===== config.mk =====
export PLATFORM = sky130hd
export DESIGN_NAME = alu_op_issue
export DESIGN_NICKNAME = d
export VERILOG_FILES = /design/src/rtl/alu_op_issue.sv
export SDC_FILE = /design/constraint.sdc
export NUM_CORES = 1
export LEC_CHECK = 0
export CORE_MARGIN = 1
export CORE_UTILIZATION = 50
export CTS_CLUSTER_SIZE = 8
export DETAILED_ROUTE_END_ITERATION = 6
export PLACE_DENSITY = 0.74
export SYNTH_ARGS = -nofsm -noshare
export SYNTH_HDL_FRONTEND = slang
export SYNTH_SLANG_ARGS = --single-unit

===== constraint.sdc =====
create_clock -name clk -period 5.6 [get_ports clk]
set_input_delay 1.12 -clock clk [delete_from_list [all_inputs] [get_ports clk]]
set_output_delay 1.12 -clock clk [all_outputs]
set_load 0.01 [all_outputs]

===== src/rtl/alu_op_issue.sv =====
// Issue stage in front of the 64-bit ALU: decodes RV64 fields into ALUop/a/b
// and buffers them in a small FIFO; illegal encodings are dropped and counted.
module alu_op_issue #(
  parameter int DATA_W = 64,
  parameter int DEPTH  = 2,
  parameter int CNT_W  = 8
) (
  input  logic              clk,
  input  logic              reset,
  input  logic              in_valid,
  output logic              in_ready,
  input  logic [31:0]       instr,
  input  logic [DATA_W-1:0] rs1_data,
  input  logic [DATA_W-1:0] rs2_data,
  output logic              out_valid,
  input  logic              out_ready,
  output logic [3:0]        ALUop,
  output logic [DATA_W-1:0] a,
  output logic [DATA_W-1:0] b,
  output logic              illegal,
  output logic [CNT_W-1:0]  illegal_count
);
  localparam int PTR_W = $clog2(DEPTH);
  localparam logic [PTR_W:0] FULL_CNT = DEPTH[PTR_W:0];

  localparam logic [3:0] OP_AND = 4'd0;
  localparam logic [3:0] OP_OR  = 4'd1;
  localparam logic [3:0] OP_ADD = 4'd2;
  localparam logic [3:0] OP_SUB = 4'd6;

  typedef struct packed {
    logic [3:0]        op;
    logic [DATA_W-1:0] a;
    logic [DATA_W-1:0] b;
  } entry_t;

  entry_t [DEPTH-1:0] mem_q, mem_d;
  entry_t             hold_q, hold_d;
  logic [PTR_W-1:0]   wr_ptr_q, wr_ptr_d, rd_ptr_q, rd_ptr_d;
  logic [PTR_W:0]     cnt_q, cnt_d;
  logic               illegal_q, illegal_d;
  logic [CNT_W-1:0]   ill_cnt_q, ill_cnt_d;

  entry_t            dec;
  logic              legal;
  logic [DATA_W-1:0] imm_i, imm_s;
  logic              accept, push, pop;
  entry_t            head;
  logic              unused_rs1_field;

  // rs1 index bits are resolved by register read; only the data is used here.
  assign unused_rs1_field = ^instr[19:15];

  assign imm_i = {{(DATA_W-12){instr[31]}}, instr[31:20]};
  assign imm_s = {{(DATA_W-12){instr[31]}}, instr[31:25], instr[11:7]};

  always_comb begin
    legal  = 1'b1;
    dec.op = OP_ADD;
    dec.a  = rs1_data;
    dec.b  = rs2_data;
    case (instr[6:0])
      7'b0110011: begin
        case (instr[14:12])
          3'b000:  dec.op = instr[30] ? OP_SUB : OP_ADD;
          3'b111:  dec.op = OP_AND;
          3'b110:  dec.op = OP_OR;
          default: legal  = 1'b0;
        endcase
      end
      7'b0010011: begin
        dec.b = imm_i;
        case (instr[14:12])
          3'b000:  dec.op = OP_ADD;
          3'b111:  dec.op = OP_AND;
          3'b110:  dec.op = OP_OR;
          default: legal  = 1'b0;
        endcase
      end
      7'b0000011: dec.b = imm_i;
      7'b0100011: dec.b = imm_s;
      7'b1100011: begin
        dec.op = OP_SUB;
        if (instr[14:13] != 2'b00) legal = 1'b0;
      end
      default: legal = 1'b0;
    endcase
  end

  assign in_ready  = (cnt_q < FULL_CNT);
  assign out_valid = (cnt_q != '0);
  assign accept    = in_valid && in_ready;
  assign push      = accept && legal;
  assign pop       = out_valid && out_ready;
  assign head      = mem_q[rd_ptr_q];

  // When empty the bus shows the last popped entry, not stale FIFO storage.
  assign ALUop         = out_valid ? head.op : hold_q.op;
  assign a             = out_valid ? head.a  : hold_q.a;
  assign b             = out_valid ? head.b  : hold_q.b;
  assign illegal       = illegal_q;
  assign illegal_count = ill_cnt_q;

  always_comb begin
    mem_d     = mem_q;
    hold_d    = hold_q;
    wr_ptr_d  = wr_ptr_q;
    rd_ptr_d  = rd_ptr_q;
    cnt_d     = cnt_q;
    illegal_d = illegal_q;
    ill_cnt_d = ill_cnt_q;
    if (push) begin
      mem_d[wr_ptr_q] = dec;
      wr_ptr_d        = wr_ptr_q + 1'b1;
    end
    if (pop) begin
      hold_d   = head;
      rd_ptr_d = rd_ptr_q + 1'b1;
    end
    case ({push, pop})
      2'b10:   cnt_d = cnt_q + 1'b1;
      2'b01:   cnt_d = cnt_q - 1'b1;
      default: cnt_d = cnt_q;
    endcase
    if (accept && !legal) begin
      illegal_d = 1'b1;
      if (ill_cnt_q != '1) ill_cnt_d = ill_cnt_q + 1'b1;
    end
  end

  always_ff @(posedge clk) begin
    if (reset) begin
      mem_q     <= '0;
      hold_q    <= '0;
      wr_ptr_q  <= '0;
      rd_ptr_q  <= '0;
      cnt_q     <= '0;
      illegal_q <= 1'b0;
      ill_cnt_q <= '0;
    end else begin
      mem_q     <= mem_d;
      hold_q    <= hold_d;
      wr_ptr_q  <= wr_ptr_d;
      rd_ptr_q  <= rd_ptr_d;
      cnt_q     <= cnt_d;
      illegal_q <= illegal_d;
      ill_cnt_q <= ill_cnt_d;
    end
  end
endmodule


==> results.toml <==
[synthesis]
postSynth.asyncResetShare = 0
synthesis.area_per_instance_sq_um = 8.18
syn_warnings = 0
mappedNetlistNets = 2244
post_synth_inst_count = 2078
synth-seq-cells = 406
synth-main-ff-cell = "sky130_fd_sc_hd__dfxtp_1"
ys_types = 39
mappedNetlistArea_sq_mm = 0.0170
synth_edf_count = 0
yosysSeqAreaShare = 0.478

[timing]
slew_headroom = 0.242
layout_worst_path_cycle_share = 0.720
timing.final.max_slew_violations = 0
maxClockFrequency_mhz = 248
report.final.setup_viol = 0
clock_period_minus_final_worst_setup_slack_ps = 4030
fin_skew_ps = 11.9
timing.setup.tns_ps = 0
rsz_0062_raised_after_global_routing = "no"
setup_slack_of_the_critical_path_after_layout_ps = 1570
finalHoldViolCount = 0
tightest_slew_ps = 1140

[floorplan]
die_height_um = 186
starting_utilization_of_the_core_area = 0.508
num_io_pins = 307
rows = 67
area_enclosed_by_the_die_boundary_sq_mm = 0.0347
core-area_sq_mm = 0.0334
chipWidth_um = 186

[power]
reported_leakage_power_uw = 0.00663
comb_power_share = 0.080
power.share.switching = 0.220
cellPowerDensity_mw_per_mm2 = 295
seq_power_share = 0.463
intPower_uw = 4960
share_clk_of_total_power = 0.457
net_switching_power_uw = 1390
ir_drop_worst_case_vdd_uv = 248

[clock_tree]
clk-insertion-delay-late_ps = 550
cts_buffer_depth = 3
post_cts.resized_instances = 0
cts-buffers-inserted = 56
cts.repair_timing.setup_buffer_count = 0
cts_hold_buffers = 0
ctsHtreeMaxLevel = 2
tritoncts = "yes"
clk_root_buffer_cell = "sky130_fd_sc_hd__clkbuf_16"
cts.clk_slew.worst_paths_ps = 50
cts.sink_count = 406

[worst_setup_path]
required_ps = 4480
critPathMaxFanout = 66
start_kind = "flop"
worst_path_max_delay_cell = "sky130_fd_sc_hd__or2_4"
critical_path.endpoint_type = "output pin"
criticalPathCategory = "reg2out"
slowest_delay_ps = 640
timing.critical_path.cells = "or2_4 > buf_4 > nor2_1 > a21oi_1 > clkdlybuf4s50_1"
worst_ep_arrival_time_ps = 2910

[finish]
layout.core_utilization = 0.644
multi_input_area_sq_mm = 0.00813
final.fill_count = 2830
sequential_cell_area_sq_mm = 0.00813
syn2layout_area_growth_pct = 26.8
layout-drive-gt1-share = 0.0411
fin_nets = 2430
layout.cells.most_common = "sky130_fd_sc_hd__dfxtp_1"
layout.cells.most_common_list = "sky130_fd_sc_hd__dfxtp_1, sky130_fd_sc_hd__nor2_1, sky130_fd_sc_hd__a21oi_1, sky130_fd_sc_hd__clkdlybuf4s50_1, sky130_fd_sc_hd__nand2_1"

[status]
outcome = "finished, final reports clean"

[routing]
ant_nets = 0
firstDrtPassIters = 6
drt-total-wl_mm = 44.9
detail_route.iter0.violations = 818
wl_per_cell_um = 16.5
dr_total_vias = 15100
drcViolationCount = 0
route.detailed.vias_per_inst = 5.58

[global_route]
grt_pass1_wl_mm = 73.3
globalRouteOverflowTotal = 0
grt_antenna_before_repair = 4
grt.total_usage = 0.253
first_global_vias = 14300
largest_net_degree_at_the_start_of_global_routing = 148

[placement]
post-place-ws_ps = 1650
io_buffer_count = 300
gpl.final_weighted_congestion = 0.808
dp.final_hpwl_mm = 27.1

[run]
cap_viol_max_count = 0

[min_path]
hold_path.class = "reg2reg"
-- cell type report --
class | instances | area share
multi-input combinational | 1477 | 0.377
antenna | 3 | 0.000348
clock buffer | 59 | 0.0670
tap | 448 | 0.0260
sequential | 406 | 0.377
inverter | 3 | 0.000522
timing repair buffer | 320 | 0.152
-- power by group through the flow --
stage,Clock [uW],Combinational (uW),Sequential [uW]
floorplan,0,234,2990
global placement,0,499,3000
detailed placement,0,506,3000
CTS,2960,509,2940
global route,3090,549,2940
finish,2900,508,2940
-- layer usage --
metal,up-vias,share of wire,GRT usage
met3,84,0.079,0.0662
li1,7586,-,-
met5,-,0.00024,0
met1,7019,0.43,0.319
met2,457,0.47,0.416
met4,2,0.028,0.0893
-- cell families (layout without fill, tap and decap cells) --
logic type	after synthesis	after routing	share of synthesized area
adder cells (fa/ha/maj)	2	2	0.00147
buffers and inverters	195	382	0.0473
flip-flops	406	406	0.478
XOR/XNOR	3	3	0.00155
AND/OR/NAND/NOR	715	715	0.163
other	1	4	0.000221
AO/OA/AOI/OAI	617	617	0.226
multiplexers	139	139	0.0820
-- Yosys cell counts, types with 2 or more instances --
master / number / area share
sky130_fd_sc_hd__a2111oi_2: 2 / 0.0018
sky130_fd_sc_hd__a211oi_1: 261 / 0.12
sky130_fd_sc_hd__a21oi_1: 329 / 0.097
sky130_fd_sc_hd__a221oi_1: 5 / 0.0026
sky130_fd_sc_hd__and3_1: 5 / 0.0018
sky130_fd_sc_hd__buf_1: 7 / 0.0015
sky130_fd_sc_hd__buf_2: 40 / 0.012
sky130_fd_sc_hd__buf_4: 6 / 0.0027
sky130_fd_sc_hd__clkbuf_1: 139 / 0.031
sky130_fd_sc_hd__dfxtp_1: 406 / 0.48
sky130_fd_sc_hd__ha_1: 2 / 0.0015
sky130_fd_sc_hd__inv_1: 3 / 0.00066
sky130_fd_sc_hd__mux2i_1: 138 / 0.081
sky130_fd_sc_hd__nand2_1: 280 / 0.062
sky130_fd_sc_hd__nand2b_1: 4 / 0.0015
sky130_fd_sc_hd__nand3_1: 7 / 0.0021
sky130_fd_sc_hd__nand4_1: 2 / 0.00074
sky130_fd_sc_hd__nor2_1: 402 / 0.089
sky130_fd_sc_hd__nor2b_1: 3 / 0.0011
sky130_fd_sc_hd__nor3_1: 2 / 0.00059
sky130_fd_sc_hd__o2111ai_1: 2 / 0.0010
sky130_fd_sc_hd__o21ai_0: 8 / 0.0024
sky130_fd_sc_hd__o31ai_1: 5 / 0.0022
sky130_fd_sc_hd__or4_1: 4 / 0.0018
sky130_fd_sc_hd__xnor2_1: 2 / 0.0010
-- path summary, 6_finish.rpt --
check / slack, ps / depth (start not counted) / startpoint / endpoint
max: 1570 / 5 / cnt_q[0]$_SDFFE_PP0P_ / a[36]
min: 450 / 2 / mem_q[228]$_SDFFE_PP0P_ / mem_q[228]$_SDFFE_PP0P_
max reg2reg: 2430 / 6 / cnt_q[0]$_SDFFE_PP0P_ / hold_q[53]$_SDFFE_PP0P_
min reg2reg: 450 / 2 / mem_q[228]$_SDFFE_PP0P_ / mem_q[228]$_SDFFE_PP0P_
-- per-stage QoR --
step                power [uW]  hold WS, ps  cells  area, sq um
floorplan                 3230          432   2078        17000
global placement          3500          437   2654        20100
detailed placement        3510          445   2654        20100
CTS                       6420          450   2713        21500
global route              6580          468   2714        21500
finish                    6350          449   2716        21600
-- critical path, delay by kind of cell, from the launching register on --
| family | cells | cell delay [ps] |
|---|---|---|
| buf+inv | 2 | 1100 |
| simple gates | 2 | 720 |
| compound gates | 1 | 160 |
| flops | 1 | 380 |
-- flip-flops by register name, indices dropped and copies added, names as in the netlist --
register and cells:
rd_ptr_q 1, cnt_q 2, mem_q 262, wr_ptr_q 1, illegal 1, hold_q 131
illegal_count 8
No activity file was read; power rests on OpenSTA's default activity.
